$ cat config.mk
export PLATFORM = sky130hd
export DESIGN_NAME = pause_arbiter
export DESIGN_NICKNAME = d
export VERILOG_FILES = /design/src/rtl/pause_arb_pkg.sv /design/src/rtl/pause_arbiter_rr_pick.sv /design/src/rtl/pause_arbiter.sv
export SDC_FILE = /design/constraint.sdc
export NUM_CORES = 1
export LEC_CHECK = 0
export BUFFER_PORTS_ARGS = -buffer_cell sky130_fd_sc_hd__buf_2
export CAP_MARGIN = 10
export CELL_PAD_IN_SITES_DETAIL_PLACEMENT = 2
export CELL_PAD_IN_SITES_GLOBAL_PLACEMENT = 2
export CORE_MARGIN = 2
export CORE_UTILIZATION = 36
export CTS_CLUSTER_DIAMETER = 100
export CTS_CLUSTER_SIZE = 40
export DETAILED_ROUTE_END_ITERATION = 10
export PLACE_DENSITY = 0.8
export SLEW_MARGIN = 20
export SYNTH_ARGS = -nofsm -noshare
export SYNTH_HDL_FRONTEND = slang
export SYNTH_SLANG_ARGS = --single-unit
$ cat constraint.sdc
create_clock -name clk_sys -period 2.7 [get_ports clk_sys]
set_input_delay 0.27 -clock clk_sys [delete_from_list [all_inputs] [get_ports clk_sys]]
set_output_delay 0.27 -clock clk_sys [all_outputs]
set_load 0.02 [all_outputs]
$ cat src/rtl/pause_arb_pkg.sv
// Shared types and constants for the pause arbiter: FSM state encoding,
// option bit indices and the dim delay in seconds.
package pause_arb_pkg;

    typedef enum logic [2:0] {
        IDLE,
        HALTING,
        GRANT,
        HELD,
        RELEASE
    } state_t;

    localparam int OPT_PAUSE_IN_OSD = 0;
    localparam int OPT_DIM          = 1;
    localparam int DIM_SECONDS      = 10;

endpackage

$ cat src/rtl/pause_arbiter_rr_pick.sv
// Combinational round-robin picker: the first set req bit at or above ptr,
// wrapping modulo NREQ, returned one-hot together with a valid flag.
module rr_pick #(
    parameter  int NREQ = 4,
    localparam int PW   = $clog2(NREQ)
) (
    input  logic [NREQ-1:0] req,
    input  logic [PW-1:0]   ptr,
    output logic [NREQ-1:0] winner,
    output logic            valid
);

    logic [PW-1:0] idx;

    always_comb begin
        // NOTE: every output gets a default before the loop so no path leaves it unassigned (no latch).
        winner = '0;
        valid  = 1'b0;
        idx    = '0;
        for (int i = 0; i < NREQ; i++) begin
            idx = PW'((int'(ptr) + i) % NREQ);
            if (!valid && req[idx]) begin
                winner[idx] = 1'b1;
                valid       = 1'b1;
            end
        end
    end

endmodule

$ cat src/rtl/pause_arbiter.sv
// Halts the CPU for user/OSD pause or exclusive-access requesters and grants them round-robin.
// Optional video dim after a long pause is built when PAUSE_ARB_DIM_EN is defined.
module pause_arbiter
    import pause_arb_pkg::*;
#(
    parameter int          NREQ        = 4,
    parameter int          CLKSPD      = 12,
    parameter int unsigned ACK_TIMEOUT = 4096
`ifdef PAUSE_ARB_DIM_EN
    ,
    parameter int unsigned DIM_LIMIT   = CLKSPD * 1_000_000 * DIM_SECONDS
`endif
) (
    input  logic            clk_sys,
    input  logic            reset_n,
    input  logic            core_reset,
    input  logic            user_button,
    input  logic            osd_status,
    input  logic [1:0]      options,
    input  logic [NREQ-1:0] req,
    output logic [NREQ-1:0] grant,
    output logic            cpu_halt,
    input  logic            cpu_halted,
    output logic            paused,
    output logic            ack_timeout
`ifdef PAUSE_ARB_DIM_EN
    ,
    output logic            dim_video
`endif
);

    localparam int PW = $clog2(NREQ);
    localparam int TW = $clog2(ACK_TIMEOUT + 1);
    localparam logic [TW-1:0] ACK_LAST = TW'(ACK_TIMEOUT - 1);

    state_t          state;
    logic [PW-1:0]   ptr;
    logic [TW-1:0]   ack_cnt;
    logic            btn_q;
    logic            user_pause;
    logic            hold;
    logic [NREQ-1:0] pick;
    logic            pick_valid;
    logic [PW-1:0]   win_idx;
    logic [PW-1:0]   next_ptr;

    assign hold   = user_pause | (osd_status & options[OPT_PAUSE_IN_OSD]);
    assign paused = cpu_halt & cpu_halted;

    rr_pick #(.NREQ(NREQ)) u_rr_pick (
        .req    (req),
        .ptr    (ptr),
        .winner (pick),
        .valid  (pick_valid)
    );

    always_comb begin
        win_idx = '0;
        for (int i = 0; i < NREQ; i++) begin
            if (pick[i]) win_idx = PW'(i);
        end
        next_ptr = (win_idx == PW'(NREQ - 1)) ? '0 : win_idx + 1'b1;
    end

    // NOTE: sequential state uses non-blocking assignments so every register samples pre-edge values.
    always_ff @(posedge clk_sys or negedge reset_n) begin
        if (!reset_n) begin
            btn_q      <= 1'b0;
            user_pause <= 1'b0;
        end else begin
            btn_q <= user_button;
            if (core_reset)
                user_pause <= 1'b0;
            else if (user_button && !btn_q)
                user_pause <= ~user_pause;
        end
    end

    always_ff @(posedge clk_sys or negedge reset_n) begin
        if (!reset_n) begin
            state       <= IDLE;
            ptr         <= '0;
            ack_cnt     <= '0;
            grant       <= '0;
            cpu_halt    <= 1'b0;
            ack_timeout <= 1'b0;
        end else begin
            ack_timeout <= 1'b0;
            case (state)
                IDLE: begin
                    if (|req || hold) begin
                        state    <= HALTING;
                        cpu_halt <= 1'b1;
                        ack_cnt  <= '0;
                    end
                end
                HALTING: begin
                    if (cpu_halted) begin
                        ack_cnt <= '0;
                        if (pick_valid) begin
                            state <= GRANT;
                            grant <= pick;
                            ptr   <= next_ptr;
                        end else if (hold) begin
                            state <= HELD;
                        end else begin
                            state    <= RELEASE;
                            cpu_halt <= 1'b0;
                        end
                    end else if (ack_cnt == ACK_LAST) begin
                        ack_cnt     <= '0;
                        ack_timeout <= 1'b1;
                        state       <= RELEASE;
                        cpu_halt    <= 1'b0;
                    end else begin
                        ack_cnt <= ack_cnt + 1'b1;
                    end
                end
                GRANT: begin
                    // Winner dropped its request: give the bus back and re-arbitrate with the CPU still halted.
                    if (!(|(grant & req))) begin
                        grant   <= '0;
                        state   <= HALTING;
                        ack_cnt <= '0;
                    end
                end
                HELD: begin
                    if (|req) begin
                        state   <= HALTING;
                        ack_cnt <= '0;
                    end else if (!hold) begin
                        state    <= RELEASE;
                        cpu_halt <= 1'b0;
                    end
                end
                RELEASE: begin
                    if (!cpu_halted) state <= IDLE;
                end
                default: begin
                    state    <= IDLE;
                    grant    <= '0;
                    cpu_halt <= 1'b0;
                end
            endcase
        end
    end

`ifdef PAUSE_ARB_DIM_EN
    localparam logic [28:0] DIM_MAX = 29'(DIM_LIMIT);
    logic [28:0] dim_cnt;

    always_ff @(posedge clk_sys or negedge reset_n) begin
        if (!reset_n) begin
            dim_cnt   <= '0;
            dim_video <= 1'b0;
        end else if (paused && options[OPT_DIM]) begin
            if (dim_cnt != DIM_MAX) dim_cnt <= dim_cnt + 1'b1;
            dim_video <= (dim_cnt == DIM_MAX);
        end else begin
            dim_cnt   <= '0;
            dim_video <= 1'b0;
        end
    end
`else
    localparam int unused_clkspd = CLKSPD;
    logic unused_opt_dim;
    assign unused_opt_dim = options[OPT_DIM];
`endif

endmodule

[Yosys cells after proc, flatten, opt, wreduce, memory -nomap -nowiden]
Index checks and enable logic that the tools add are counted.
W data, S select, Z words.
Word-level totals
  bits in registers: 26
  latch bits: 0
  memory bits (writable): 0
  bits in read-only memories: 0
  input bits: 12
  output and inout port bits: 7
  word-level logic and storage cells: 132
  memories: 0
Operators by class
  $add $sub $neg: 5
  multiply operators: 0
  divide/modulo/power cells: 0
  order comparisons: 8
  equality and inequality tests: 16
  shift-type cells: 0
  muxes and demuxes: 60
  bitwise logic cells: 10
  reductions and logical operators: 25
Operators with widths (number)
  $mux W13: 5
  $pmux W13 S4: 1
  $mux W4: 7
  $mux W3: 9
  $mux W1: 24
  $pmux W3 S5: 1
  $ne A2 B2 Y1 const B: 7
  $add A13 B1 Y13 const B: 1
  $eq A13 B12 Y1 const B: 1
  $lt A2 B3 Y1 const B: 4
  $or A4 B4 Y4: 3
  $pmux W4 S3: 1
  $reduce_and A5 Y1: 2
  $ne A3 B3 Y1 const B: 3
  $bmux W1 S2: 4
  $demux W1 S2: 4
  $ge A2 B1 Y1 const B: 4
  $logic_and A1 B1 Y1: 8
  $reduce_and A4 Y1: 2
  $reduce_or A4 Y1: 2
  $eq A3 B2 Y1 const B: 2
  $mux W2: 3
  $add A2 B1 Y2 const B: 2
  $add A2 B2 Y2 const B: 2
  16 further kinds: 22

[Longest topological paths before layout]
Gate-level depths: netlist of the first run.
  word-level depth: 17
  mapped depth: 9
  gate-level depth less buffers: 8

[Hierarchy]
From an unflattened synthesis of the first run, not the netlist that was laid out.
Second synthesis, totals
  cell total of the unflattened synthesis: 217
  area total of the unflattened synthesis: 1968.1 um^2
By module, submodules not included
  pause_arbiter: instances 1, cells each 155, area an instance 1473.9 um^2, seq. area each 650.6 um^2
  rr_pick: instances 1, cells each 62, area an instance 494.2 um^2, seq. area each 0.0 um^2

[Worst setup path before layout of the first run]
Ideal clock, no wire load.
  kind: reg2reg
  start: reg ptr[0]
  end: reg ptr[0]
  library setup time: 0.121 ns
  arrival time: 2.367 ns
  data required time: 2.579 ns
  path slack: 0.212 ns
  cell stages (with the launch flop): 9
  buffers on the path: 1
  period minus slack after synthesis: 2.488 ns
  cells stage by stage: dfrtp_1 buf_6 inv_1 ha_1 mux4_1 nor4b_4 a221o_2 nor2_2 a22o_1
On the way
  word-level cells in the longest chain between the ends: 17
  elaborated cells on any way between the ends: 55
  those cells by class: add/sub (4); order compare (8); eq/ne (1); mux (28); bitwise (3); reduce/logical (11)
RTL lines
  start, declared: RTL line pause_arbiter.sv:37  | logic [PW-1:0] ptr;
  start signal, assigned: RTL line pause_arbiter.sv:103  | ptr <= next_ptr;
  branches (longest 17 deep; another with $lt A2 B3 Y1)
Parallel ways; which one is timed is not known. The select of a mux whose other input is x is not followed.
A chain may end at the register's enable or synchronous reset.

[Worst setup path after layout of the first run]
  start: reg ptr[0]
  end: reg ptr[1]
The elaborated chain is that of the path after synthesis.

==> results.md, run 1 <==
- CTS root buffer: clkbuf_8
- Total grt overflow: 0
- RSZ-0062 raised after global routing: no
- Syn_nets: 198
- Sequential area share after synthesis: 0.385
- Mapped Cells: 179
- CTS sink cnt: 26
- Cts hold-fix bufs: 0
- Setup violators final: 0
- Net Switching: 787 µW
- Final Skew: 0.00293 ns
- CORE AREA: 4440 µm²
- Top cell by count, worst path: nand2_1
- Clock-pin slew on the worst setup and hold paths: 0.09 ns
- Syn avg cell area: 9.45 µm²
- Reg-to-reg endpoint: ptr[1]
- Fill count: 508
- Clock share of power: 0.124
- Detailed Route Iter0 Violations: 40
- Via count: 1,462
- Slew Limit Fails: 0
- # diodes: 0
- Area growth, synth to finish: 11.4%
- FF/Latch Area: 651 µm²
- Largest net degree at the start of global routing: 27
- Die Ht: 72.6 µm
- Number of primary I/O pins: 19
- Critical path class: flop to flop
- Crit. End Element: flop
- Site row count: 24
- Worst skew pair latency: 0.27 ns
- DRC viols: 0
- Switch share: 0.454
- Gates resized, CTS repair: 0
- Ys Warns: 0
- Internal: 946 µW
- Dominant synthesized flop cell: dfrtp_1
- Chip width: 72.6 µm
- DRT antenna net count: 0
- Final core occ: 0.424
- Worst slew pin tran: 0.733 ns
- Total track usage: 0.194
- Worst Setup Start Kind: flop
- Tcrit/Tclk final: 0.936
- Mapped cell area: 1690 µm²
- Final WL: 4620 µm
- Slowest stage delay, CP: 0.72 ns
- Yosys cell types: 48
- Placer congestion estimate: 0.824
- Reg2reg setup slack: 0.17 ns
- Fin Hold WS: -0.00311 ns
- Buffer count from post-CTS setup fixing: 0
- Asr flop ratio synth: 1.00
- Power Density: 919 nW/µm²
- Number of global-route vias before repair: 1,618
- 1st-pass router iterations: 4
- Flops & latches, synth: 26
- PortBufs: 17
- Comb pwr share: 0.535
- Worst reg2reg path depth: 8
- Wirelength per Cell: 18.6 µm
- Worst vdd ir: 0.000317 V
- Initial antenna violation count: 0
- Part of the power in registers: 0.340
- Total CTS buffers: 3
- Setup_tns: 0 ns
- Max_cap viols: 0
- Htree depth: 1
- Lkg Pwr: 0.826 nW
- Initial Utilization: 0.381
- CTS tree: done
- Req. time, crit path: 2.86 ns
- Crit path max fanout: 7
- Share of cells above drive strength 1: 0.188
- DIE AREA: 5260 µm²
- Fmax: 396 MHz
- Hpwl dp: 3440 µm
- Vias per inst: 5.87
- Clock Tree Buf Depth: 2
- Failing checks: hold timing
- Status: finished with violations
- Hold WC Path Type: input pin to asynchronous set/reset pin
- Worst slew margin: 0.506
- Multi-input logic area: 978 µm²
- Crit path cell chain: inv_1, ha_1, mux4_1, nand2_1, o21ai_0, a221oi_1, nand2_1, a22o_1
- EDFF count, synth: 0
- RR Startpoint: ptr[0]
- Final worst path period need: 2.53 ns
- Fin nets: 218
- First-pass GRT wire length: 8070 µm
- Worst path slowest cell: mux4_1
- Hold Vio Cnt, Final: 3
- CP arrival: 2.69 ns
-- per-stage QoR --
step	cell area (µm²)	hold WS, ns	power (mW)	std cells	setup WS [ns]
2_1_floorplan	1690	-0.0256	1.26	179	0.212
3_3_place_gp	1840	0.300	1.47	246	0.275
3_5_place_dp	1840	0.309	1.53	246	0.222
4_1_cts	1880	0.0149	1.76	249	0.191
5_1_grt	1880	0.0385	1.88	249	0.0575
6_report	1880	-0.00311	1.73	249	0.174
-- cell families after synthesis --
logic type	share of synthesized area
buffers and inverters	0.0370
AND/OR/NAND/NOR	0.213
flip-flops	0.385
AO/OA/AOI/OAI	0.213
multiplexers	0.0643
adder cells (fa/ha/maj)	0.0518
XOR/XNOR	0.0362
-- layout make-up --
class,instances,share of cell area
inverters,7,0.0139
flip-flops and latches,26,0.345
well taps,52,0.0345
multi-input cells,139,0.519
clock buffers,3,0.0219
repair buffers,22,0.0651
-- cell usage after synthesis, types with 2 or more instances --
| cell type | number | share of area |
|---|---|---|
| nand2b_1 | 2 | 0.0074 |
| and3_1 | 6 | 0.022 |
| ha_1 | 7 | 0.052 |
| nand3_1 | 5 | 0.015 |
| nor2_1 | 12 | 0.027 |
| a31oi_1 | 2 | 0.0074 |
| a21oi_1 | 6 | 0.018 |
| o21a_1 | 2 | 0.0089 |
| xnor2_1 | 2 | 0.010 |
| inv_1 | 6 | 0.013 |
| dfrtp_1 | 26 | 0.38 |
| mux4_1 | 2 | 0.031 |
| mux4_2 | 2 | 0.027 |
| and2_1 | 2 | 0.0074 |
| clkbuf_1 | 4 | 0.0089 |
| buf_2 | 2 | 0.0059 |
| a221oi_1 | 2 | 0.010 |
| nand2_1 | 25 | 0.055 |
| a22o_1 | 3 | 0.016 |
| o21ai_1 | 4 | 0.012 |
| xor2_1 | 5 | 0.026 |
| o21ai_0 | 19 | 0.056 |
| a22oi_1 | 2 | 0.0089 |
| nand4_1 | 7 | 0.026 |
-- layout by cell type (no fill, tap or decap), types with 2 or more instances in the layout --
cell       n
xnor2_1    2
nand3_1    5
nand2b_1   2
dfrtp_1   26
nand2_1   25
a21oi_1    6
mux4_1     2
o21ai_0   19
and3_1     6
ha_1       7
and2_1     2
nand4_1    7
o21a_1     2
inv_1      6
a22oi_1    2
a221oi_1   2
mux4_2     2
a31oi_1    2
o21ai_1    4
buf_2     17
buf_4      5
nor2_1    12
xor2_1     5
clkbuf_8   3
a22o_1     3
-- worst max-delay path by stage --
stage / startpoint / end / slack [ns]
2_1_floorplan: ptr[0] / ptr[0] / 0.21
3_3_place_gp: ptr[0] / ptr[1] / 0.27
3_5_place_dp: ptr[0] / ptr[1] / 0.22
4_1_cts: ptr[0] / ptr[1] / 0.19
5_1_grt: ptr[0] / ptr[1] / 0.06
6_report: ptr[0] / ptr[1] / 0.17
-- registers in the layout, indices dropped and copies added, names as in the netlist --
register     flops
ack_cnt         13
grant            4
state            3
ptr              2
ack_timeout      1
btn_q            1
cpu_halt         1
user_pause       1
-- per-layer routing --
metal,part of all wire,vias up,global-route usage
met4,0.010,0,0.0267
met3,0.022,6,0.0361
li1,-,700,-
met2,0.52,21,0.356
met1,0.45,735,0.241
met5,0,-,0
-- worst max-delay path, delay by kind of cell (launching register included) --
family	cells	cell delay, ns
multiplexers	1	0.72
AO/OA/AOI/OAI	3	0.72
buffers and inverters	1	0.07
AND/OR/NAND/NOR	2	0.22
adder cells (fa/ha/maj)	1	0.33
flip-flops	1	0.35
-- power by group through the flow --
stage,sequential [mW],combinational [mW],clock [mW]
floorplan,0.586,0.671,0
detailed placement,0.598,0.930,0
finish,0.589,0.927,0.216
global route,0.604,1.04,0.239
global placement,0.589,0.878,0
CTS,0.591,0.942,0.223
Note: power is estimated with default switching activity, not from simulation.
==> run 2, diff against run 1 <==
--- a/config.mk
+++ b/config.mk
@@ -15,6 +15,7 @@
 export CTS_CLUSTER_SIZE = 40
 export DETAILED_ROUTE_END_ITERATION = 10
 export PLACE_DENSITY = 0.8
+export RECOVER_POWER = 25
 export SLEW_MARGIN = 20
 export SYNTH_ARGS = -nofsm -noshare
 export SYNTH_HDL_FRONTEND = slang
==> run 2 against run 1 <==
The run now ends clean. Register-to-register slack hardly changed. Combinational power about the same. Largest cell class unchanged. Critical endpoint unchanged. Clock skew is the same. Sequential cell count stayed put. First-iteration DRC count unchanged.
==> results.md, run 2 (synthesis gave the netlist of run 1 again) <==
- Reg-to-reg endpoint: ptr[1]
- Htree depth: 1
- Worst Hold End: btn_q
- Detailed Route Iter0 Violations: 40
- Fmax: 396 MHz
- Final worst path period need: 2.53 ns
- Largest register by flop count: ack_cnt
- Crit. End Element: flop
- Hold path start: user_button
- Switch share: 0.454
- First-pass GRT wire length: 8070 µm
- Area after DPL: 1840 µm²
- Part of the power in registers: 0.340
- Vias per inst: 5.87
- Power Density: 920 nW/µm²
- CTS tree: done
- CORE AREA: 4440 µm²
- FF/Latch Area: 651 µm²
- Area growth, synth to finish: 11.3%
- Hold Vio Cnt, Final: 0
- Final WL: 4620 µm
- Worst hold path depth: 1
- Crit path max fanout: 7
- Comb pwr share: 0.535
- Worst skew pair latency: 0.27 ns
- Setup violators final: 0
- Final worst slack: 0.174 ns
- Clock-pin slew on the worst setup and hold paths: 0.09 ns
- Worst Setup Start Kind: flop
- Status: complete, no violations
- Net Switching: 787 µW
- Site row count: 24
- Cts hold-fix bufs: 0
- Biggest regs: ack_cnt x13, grant x4, state x3
- Buffer count from post-CTS setup fixing: 0
- Final Instance Area: 1880 µm²
- Reg2reg setup slack: 0.17 ns
- Slew Limit Fails: 0
- 1st-pass router iterations: 4
- Tot Pwr: 1.73 mW
- # diodes: 0
- CTS sink cnt: 26
- Worst slew pin tran: 1.43 ns
- DRC viols: 0
- Number of global-route vias before repair: 1,618
- Die Ht: 72.6 µm
- Total grt overflow: 0
- CP arrival: 2.69 ns
- Internal: 946 µW
- DIE AREA: 5260 µm²
- Critical path class: flop to flop
- PortBufs: 17
- Worst reg2reg path depth: 8
- Largest net degree at the start of global routing: 27
- Commonest non-fill, non-tap cell in the layout: dfrtp_1
- Fin Hold WS: 0.115 ns
- Lkg Pwr: 0.823 nW
- Total CTS buffers: 3
- Gates resized, CTS repair: 0
- Worst slew margin: 0.0444
- Setup_tns: 0 ns
- Fill count: 507
- Total track usage: 0.194
- Wirelength per Cell: 18.6 µm
- Hpwl dp: 3440 µm
- Chip width: 72.6 µm
- Max FFs per register: 13
- Clock share of power: 0.125
- CTS root buffer: clkbuf_8
- RR Startpoint: ptr[0]
- RSZ-0062 raised after global routing: no
- Clock Tree Buf Depth: 2
- Multi-input logic area: 978 µm²
- Fin nets: 218
- Share of cells above drive strength 1: 0.183
- Final Skew: 0.00293 ns
- Number of primary I/O pins: 19
- Most frequent cells in the layout: dfrtp_1 (26), nand2_1 (25), o21ai_0 (19), buf_2 (16), nor2_1 (12)
- Req. time, crit path: 2.86 ns
- DRT antenna net count: 0
- Via count: 1,462
- Pre-CTS WS: 0.222 ns
- Placer congestion estimate: 0.824
- Hold WC Path Type: input pin to flop
- Tcrit/Tclk final: 0.936
- Worst vdd ir: 0.000317 V
- Initial antenna violation count: 0
- Max_cap viols: 0
- Initial Utilization: 0.381
## run 2: cell count changes in the layout (fill, tap and decap cells not counted)
cell and change:
clkbuf_1 +1, buf_2 -1
## run 2: how the worst max path moves through the flow
stage | endpoint | slack (ns) | startpoint | cells past startpoint
global placement | ptr[1] | 0.27 | ptr[0] | 8
global route | ptr[1] | 0.06 | ptr[0] | 8
finish | ptr[1] | 0.17 | ptr[0] | 8
detailed placement | ptr[1] | 0.22 | ptr[0] | 8
CTS | ptr[1] | 0.19 | ptr[0] | 8
floorplan | ptr[0] | 0.21 | ptr[0] | 8
## run 2: area by class of cell
type	count	share of cell area
Clock buffer	3	0.0219
Inverter	7	0.0140
Multi-Input combinational cell	139	0.520
Sequential cell	26	0.346
Tap cell	52	0.0346
Timing Repair Buffer	22	0.0645
## run 2: power groups by stage
| stage | clock network, mW | logic, mW | registers (mW) |
|---|---|---|---|
| after floorplan | 0 | 0.671 | 0.586 |
| after detailed placement | 0 | 0.930 | 0.598 |
| after global placement | 0 | 0.878 | 0.589 |
| final | 0.216 | 0.927 | 0.589 |
| after global routing | 0.239 | 1.04 | 0.604 |
| after CTS | 0.223 | 0.942 | 0.591 |
## run 2: metrics by stage
step                cells  utilization
floorplan             179            -
global placement      246        0.415
detailed placement    246        0.415
CTS                   249        0.424
global route          249        0.424
finish                249        0.424
## run 2: metal layers
metal | track usage | vias up | share of wire
met5 | 0 | - | 0
met4 | 0.0267 | 0 | 0.010
met3 | 0.0361 | 6 | 0.023
met2 | 0.356 | 21 | 0.52
met1 | 0.241 | 735 | 0.45
li1 | - | 700 | -
## run 2: critical path, cell delays in order (launching register included)
cell and delay, ns:
dfrtp_1 0.35, inv_1 0.07, ha_1 0.33, mux4_1 0.72, nand2_1 0.12, o21ai_0 0.09
a221oi_1 0.42, nand2_1 0.10, a22o_1 0.21
